<file path="src/rtl/enemy_pkg.sv">
// enemy_pkg
//   Shared types and widths for the enemy formation logic.
//   state_e  : formation FSM states (IDLE, MARCH, CLEARED, LANDED)
//   X_OFF_W  : width of the signed horizontal formation offset
//   Y_OFF_W  : width of the unsigned vertical formation offset
//   EDGE_W   : width of the signed arithmetic used for edge tests
package enemy_pkg;

  typedef enum logic [1:0] {
    IDLE    = 2'd0,
    MARCH   = 2'd1,
    CLEARED = 2'd2,
    LANDED  = 2'd3
  } state_e;

  localparam int X_OFF_W = 11;
  localparam int Y_OFF_W = 10;
  localparam int EDGE_W  = 12;

endpackage

</file>
<file path="src/rtl/alive_extent.sv">
// alive_extent
//   Combinational summary of a column-alive vector.
//   col_alive_i : bit c set = column c still has a live enemy
//   low_idx_o   : index of the lowest set bit (0 when none set)
//   high_idx_o  : index of the highest set bit (0 when none set)
//   count_o     : number of set bits
//   any_o       : at least one bit set
module alive_extent
  import enemy_pkg::*;
#(
  parameter int num_cols_p = 8,
  parameter int IDX_W      = (num_cols_p > 1) ? $clog2(num_cols_p) : 1,
  parameter int CNT_W      = $clog2(num_cols_p + 1)
) (
  input  logic [num_cols_p-1:0] col_alive_i,
  output logic [IDX_W-1:0]      low_idx_o,
  output logic [IDX_W-1:0]      high_idx_o,
  output logic [CNT_W-1:0]      count_o,
  output logic                  any_o
);

  // Scan downward for the lowest index and upward for the highest so
  // the last assignment in each loop wins.
  always_comb begin
    low_idx_o  = '0;
    high_idx_o = '0;
    count_o    = '0;
    for (int c = num_cols_p - 1; c >= 0; c--) begin
      if (col_alive_i[c]) low_idx_o = IDX_W'(c);
    end
    for (int c = 0; c < num_cols_p; c++) begin
      if (col_alive_i[c]) high_idx_o = IDX_W'(c);
      count_o = count_o + CNT_W'(col_alive_i[c]);
    end
  end

  assign any_o = |col_alive_i;

endmodule

</file>
<file path="src/rtl/enemy_formation_ctrl.sv">
// enemy_formation_ctrl
//   Sequences the formation march: horizontal steps, edge drops with
//   direction reversal, and a step tempo that speeds up as columns die.
//   clk_i, reset_i   : clock, synchronous active-high reset
//   start_i          : pulse; starts/restarts a wave outside MARCH
//   pause_i          : level; freezes frame counter and motion
//   frame_i          : pulse once per video frame
//   col_alive_i      : per-column alive flags
//   x_off_o, y_off_o : shared formation offsets (x signed, y unsigned)
//   dir_o            : 1 = moving right
//   step_o, drop_o   : one-cycle motion pulses
//   landed_o, all_dead_o, marching_o : FSM status levels
module enemy_formation_ctrl
  import enemy_pkg::*;
#(
  parameter int num_cols_p       = 8,
  parameter int col_pitch_p      = 40,
  parameter int col_width_p      = 24,
  parameter int left_start_p     = 9,
  parameter int screen_left_p    = 0,
  parameter int screen_right_p   = 639,
  parameter int step_px_p        = 4,
  parameter int drop_px_p        = 16,
  parameter int land_y_p         = 320,
  parameter int frames_per_col_p = 4,
  parameter int min_period_p     = 2
) (
  input  logic                  clk_i,
  input  logic                  reset_i,
  input  logic                  start_i,
  input  logic                  pause_i,
  input  logic                  frame_i,
  input  logic [num_cols_p-1:0] col_alive_i,
  output logic [X_OFF_W-1:0]    x_off_o,
  output logic [Y_OFF_W-1:0]    y_off_o,
  output logic                  dir_o,
  output logic                  step_o,
  output logic                  drop_o,
  output logic                  landed_o,
  output logic                  all_dead_o,
  output logic                  marching_o
);

  localparam int IDX_W      = (num_cols_p > 1) ? $clog2(num_cols_p) : 1;
  localparam int ACNT_W     = $clog2(num_cols_p + 1);
  localparam int PROD_MAX   = num_cols_p * frames_per_col_p;
  localparam int PERIOD_MAX = (PROD_MAX > min_period_p) ? PROD_MAX : min_period_p;
  localparam int CNT_W      = $clog2(PERIOD_MAX + 1);

  localparam logic signed [EDGE_W-1:0] LEFT_S   = EDGE_W'(left_start_p);
  localparam logic signed [EDGE_W-1:0] WIDTH_S  = EDGE_W'(col_width_p - 1);
  localparam logic signed [EDGE_W-1:0] STEP_S   = EDGE_W'(step_px_p);
  localparam logic signed [EDGE_W-1:0] SCR_L_S  = EDGE_W'(screen_left_p);
  localparam logic signed [EDGE_W-1:0] SCR_R_S  = EDGE_W'(screen_right_p);

  state_e                     state_q, state_d;
  logic signed [X_OFF_W-1:0]  x_off_q, x_off_d;
  logic        [Y_OFF_W-1:0]  y_off_q, y_off_d;
  logic                       dir_q, dir_d;
  logic        [CNT_W-1:0]    cnt_q, cnt_d;
  logic                       step_q, step_d;
  logic                       drop_q, drop_d;

  logic [IDX_W-1:0]  low_idx, high_idx;
  logic [ACNT_W-1:0] alive_cnt;
  logic              any_alive;

  alive_extent #(
    .num_cols_p (num_cols_p)
  ) u_extent (
    .col_alive_i (col_alive_i),
    .low_idx_o   (low_idx),
    .high_idx_o  (high_idx),
    .count_o     (alive_cnt),
    .any_o       (any_alive)
  );

  // Step period shrinks with the number of surviving columns, floored
  // at min_period_p so a lone column still moves at a sane rate.
  logic [31:0]      prod_full;
  logic [CNT_W-1:0] period;

  always_comb begin
    prod_full = 32'(alive_cnt) * 32'(frames_per_col_p);
    period    = (prod_full < 32'(min_period_p)) ? CNT_W'(min_period_p)
                                                : CNT_W'(prod_full);
  end

  // Signed screen-space edges of the outermost live columns.
  logic signed [EDGE_W-1:0] x_ext, low_px, high_px, left_edge, right_edge;
  logic                     hit_edge;

  always_comb begin
    x_ext      = EDGE_W'(x_off_q);
    low_px     = EDGE_W'(low_idx * col_pitch_p);
    high_px    = EDGE_W'(high_idx * col_pitch_p);
    left_edge  = LEFT_S + x_ext + low_px;
    right_edge = LEFT_S + x_ext + high_px + WIDTH_S;
    hit_edge   = dir_q ? ((right_edge + STEP_S) > SCR_R_S)
                       : ((left_edge - STEP_S) < SCR_L_S);
  end

  logic [Y_OFF_W:0] y_sum;
  assign y_sum = {1'b0, y_off_q} + (Y_OFF_W + 1)'(drop_px_p);

  // Next-state logic. In MARCH an empty formation outranks landing,
  // which outranks a tick. The counter test uses >= so a period that
  // shrinks mid-count fires on the next frame instead of wrapping.
  always_comb begin
    state_d = state_q;
    x_off_d = x_off_q;
    y_off_d = y_off_q;
    dir_d   = dir_q;
    cnt_d   = cnt_q;
    step_d  = 1'b0;
    drop_d  = 1'b0;
    unique case (state_q)
      MARCH: begin
        if (!any_alive) begin
          state_d = CLEARED;
        end else if (y_off_q >= Y_OFF_W'(land_y_p)) begin
          state_d = LANDED;
        end else if (frame_i && !pause_i) begin
          if (cnt_q >= period - CNT_W'(1)) begin
            cnt_d = '0;
            if (hit_edge) begin
              y_off_d = y_sum[Y_OFF_W] ? '1 : y_sum[Y_OFF_W-1:0];
              dir_d   = ~dir_q;
              drop_d  = 1'b1;
            end else begin
              x_off_d = dir_q ? x_off_q + X_OFF_W'(step_px_p)
                              : x_off_q - X_OFF_W'(step_px_p);
              step_d  = 1'b1;
            end
          end else begin
            cnt_d = cnt_q + CNT_W'(1);
          end
        end
      end
      IDLE, CLEARED, LANDED: begin
        if (start_i) begin
          state_d = MARCH;
          x_off_d = '0;
          y_off_d = '0;
          dir_d   = 1'b1;
          cnt_d   = '0;
        end
      end
      default: state_d = IDLE;
    endcase
  end

  // State and offset registers.
  always_ff @(posedge clk_i) begin
    if (reset_i) begin
      state_q <= IDLE;
      x_off_q <= '0;
      y_off_q <= '0;
      dir_q   <= 1'b1;
      cnt_q   <= '0;
      step_q  <= 1'b0;
      drop_q  <= 1'b0;
    end else begin
      state_q <= state_d;
      x_off_q <= x_off_d;
      y_off_q <= y_off_d;
      dir_q   <= dir_d;
      cnt_q   <= cnt_d;
      step_q  <= step_d;
      drop_q  <= drop_d;
    end
  end

  assign x_off_o    = x_off_q;
  assign y_off_o    = y_off_q;
  assign dir_o      = dir_q;
  assign step_o     = step_q;
  assign drop_o     = drop_q;
  assign landed_o   = (state_q == LANDED);
  assign all_dead_o = (state_q == CLEARED);
  assign marching_o = (state_q == MARCH);

endmodule

</file>
<file path="config.mk">
export PLATFORM = sky130hd
export DESIGN_NAME = enemy_formation_ctrl
export DESIGN_NICKNAME = d
export VERILOG_FILES = /design/src/rtl/enemy_pkg.sv /design/src/rtl/alive_extent.sv /design/src/rtl/enemy_formation_ctrl.sv
export SDC_FILE = /design/constraint.sdc
export NUM_CORES = 1
export LEC_CHECK = 0
export ABC_AREA = 1
export BUFFER_PORTS_ARGS = -buffer_cell sky130_fd_sc_hd__clkbuf_2
export CORE_UTILIZATION = 40
export DETAILED_ROUTE_END_ITERATION = 7
export PLACE_DENSITY_LB_ADDON = 0.12
export SLEW_MARGIN = 20
export SYNTH_ARGS = -nofsm -noshare
export SYNTH_HDL_FRONTEND = slang
export SYNTH_HIERARCHICAL = 1
export SYNTH_SLANG_ARGS = --single-unit
</file>
<file path="constraint.sdc">
create_clock -name clk_i -period 11.4 [get_ports clk_i]
set_input_delay 1.71 -clock clk_i [delete_from_list [all_inputs] [get_ports clk_i]]
set_output_delay 1.71 -clock clk_i [all_outputs]
set_load 0.01 [all_outputs]
</file>
==> impl_metrics.py <==
metrics = {
    "outcome": {
        "status": "finished, final reports clean",
    },
    "global_route": {
        "antenna_found_initial": 0,
        "grt_max_degree": 23,
        "grt_usage_pct": 17.33,
        "grt-ovfl-total": 0,
        "grt_first_pass_wirelength_um": 11850,
        "grt_pass1_vias": 2673,
    },
    "sta": {
        "post-route-period-util_pct": 59.31,
        "whs_ns": 0.5068,
        "setup_viol": 0,
        "hold_violations": 0,
        "maxSlewHeadroom_pct": 39.40,
        "fmax_mhz": 147.9,
        "maxSlewViolCount": 0,
        "fin_skew_ns": 0.002969,
        "tightest_slew_ns": 0.9080,
        "fin_crit_ns": 6.762,
        "rsz0062_at_grt": "false",
        "tns_ns": 0,
    },
    "logic_synthesis": {
        "synth.area.top_cells": "ha_1 (18%), dfxtp_1 (17%), nand2_1 (12%)",
        "synthFlopType": "dfxtp_1",
        "ys_ff_latch": 27,
        "yosysSeqAreaShare_pct": 17.45,
        "yosysWarnings": 6,
        "synth_edf_count": 0,
        "syn_area_um2": 3097,
        "synth_cells": 472,
        "synth_cell_type_count": 41,
        "synth_top_area_share_pct": 18.18,
        "post-synth-top-area-cell": "ha_1",
        "async_flop_share_pct": 0,
        "syn_avg_cell_area_um2": 6.561,
    },
    "final_layout": {
        "post-route-util_pct": 45.76,
        "multi_input_area_um2": 2117,
        "syn_to_final_growth_pct": 8.889,
        "fill_cells": 812,
        "final_cell_mix": "nand2_1 (98), inv_1 (87), ha_1 (45)",
        "drive_gt1_share_pct": 13.57,
        "nets": 565,
        "final_area_um2": 3372,
        "final_common_cell": "nand2_1",
        "n_antenna_cell": 0,
        "regArea_um2": 540.5,
    },
    "cts": {
        "cts_tree": "done",
        "clock_latency_ns": 0.28,
        "clockBufferDepth": 2,
        "clkTransAtPathRegs_ns": 0.10,
        "hold_buffers": 0,
        "clockRootBuffer": "clkbuf_8",
        "cts_sinks": 27,
        "post_cts.repair.setup_buffers": 0,
        "cts_resized": 0,
        "htreeDepth": 1,
        "cts_buffers": 3,
    },
    "worst_setup_path": {
        "critPathCaptureType": "flip-flop",
        "crit_top_cell": "inv_1",
        "cp.required_ns": 11.62,
        "reg2reg_from": "x_off_o[3]$_SDFFE_PP0P_",
        "slowest_stage": "nor2_2",
        "crit_path_max_fanout": 22,
        "critical_path.top_delay_family": "adder cells",
        "cp-startpoint": "col_alive_i[0]",
        "max_stage_delay_ns": 0.73,
        "cp.arrival_ns": 6.98,
        "critPathBufInv": 7,
        "critical_path_class": "input port to flip-flop",
        "cp-start-kind": "input port",
    },
    "place": {
        "post-dp-hpwl_um": 5295,
        "port_buffers": 37,
        "gp_congestion": 0.8193,
        "placed_area_um2": 3322,
    },
    "drt": {
        "drt_iter0_drc": 87,
        "via_per_inst": 4.808,
        "ant_nets": 0,
        "drc": 0,
        "drtPass1Iterations": 4,
        "vias": 2885,
        "routed_wl_um": 6457,
        "post_drt_wl_per_cell_um": 10.76,
    },
    "power_and_ir_drop": {
        "powerDensity_nw_per_um2": 108.8,
        "ir_drop_mv": 0.05169,
        "power.leakage_nw": 1.803,
        "p_total_mw": 0.3668,
    },
    "hold_path": {
        "hold_class": "flip-flop to flip-flop",
        "hp-start": "cnt_q[1]$_SDFFE_PP0P_",
    },
    "die": {
        "die_h_um": 89.99,
        "fp.dieW_um": 89.99,
        "rows": 31,
        "die_area_um2": 8097,
        "pin_count": 40,
        "core_um2": 7370,
        "initial_utilization_pct": 42.02,
    },
    "flow_run": {
        "maxCapViolations": 0,
    },
}
==> worst register-to-register path, cell delays in order (launching register included) <==
cell	delay [ns]
dfxtp_1	0.57
nand2_2	0.14
nor2_4	0.20
nand2_1	0.11
nand2_1	0.11
inv_1	0.05
ha_1	0.27
ha_1	0.35
nand2_1	0.10
inv_1	0.04
nand2_1	0.05
and2_1	0.11
nand3_1	0.14
o21ai_0	0.20
inv_1	0.07
nand3_2	0.12
nand2_2	0.11
nand2_4	0.18
nand2_1	0.10
nor2_1	0.13
nor2_1	0.05
==> cells by family (layout without fill, tap and decap cells) <==
group	after synthesis	count (layout)	share of synthesized area, %
compound gates	65	65	11.52
xor+xnor	17	17	4.808
fa+ha+maj	50	50	21.41
buf+inv	107	135	14.30
flops	27	27	17.45
other cells	1	2	0.1211
simple gates	205	205	30.38
==> Yosys cell counts (6+ instances only) <==
cell type	instances
nand2_1	98
inv_1	87
ha_1	45
a21oi_1	40
nor2_1	37
nand3_1	35
dfxtp_1	27
o21ai_0	11
xnor2_1	9
xor2_1	8
buf_4	6
inv_2	6
nand2_2	6
nand4_1	6
==> report_power, final <==
| group | leakage [nW] | internal, mW | total [mW] | switching [mW] |
|---|---|---|---|---|
| Sequential | 0.220 | 0.101 | 0.111 | 0.0106 |
| Clock | 0.0261 | 0.0257 | 0.0583 | 0.0326 |
| Combinational | 1.56 | 0.0761 | 0.197 | 0.121 |
==> metal layers <==
| layer | track usage (%) | vias up | wire (µm) |
|---|---|---|---|
| met2 | 28.59 | 49 | 2873 |
| met5 | 0 | - | 0 |
| met4 | 4.570 | 0 | 63 |
| li1 | - | 1558 | - |
| met1 | 24.08 | 1272 | 3321 |
| met3 | 1.777 | 6 | 199 |
==> stage by stage <==
| step | worst slack, ns | instances |
|---|---|---|
| 2_1_floorplan | 5.336 | 473 |
| 3_3_place_gp | 4.448 | 596 |
| 3_5_place_dp | 4.309 | 596 |
| 4_1_cts | 4.607 | 600 |
| 5_1_grt | 4.115 | 600 |
| 6_report | 4.638 | 600 |
==> sequential cells by signal, summed over array words and instances, names as in the netlist <==
name	flops
cnt_q	6
dir_o	1
drop_o	1
state_q	2
step_o	1
x_off_o	9
y_off_o	7
==> layout make-up <==
type                       instances  share of cell area [%]
clock buffer                       3                   1.224
clock inverter                     1                  0.2597
inverter                          94                   10.54
multi-input combinational        339                   62.78
sequential                        27                   16.03
tap                               99                   3.673
timing repair buffer              37                   5.492
==> worst paths after layout <==
| kind | to | slack, ns | depth (start not counted) |
|---|---|---|---|
| worst min-delay path | cnt_q[1]$_SDFFE_PP0P_ | 0.51 | 2 |
| worst min register to register | cnt_q[1]$_SDFFE_PP0P_ | 0.51 | 2 |
| worst max-delay path | y_off_o[7]$_SDFFE_PP0P_ | 4.64 | 27 |
| worst max register to register | x_off_o[2]$_SDFFE_PP0P_ | 8.13 | 20 |
Note: power is estimated with default switching activity, not from simulation.
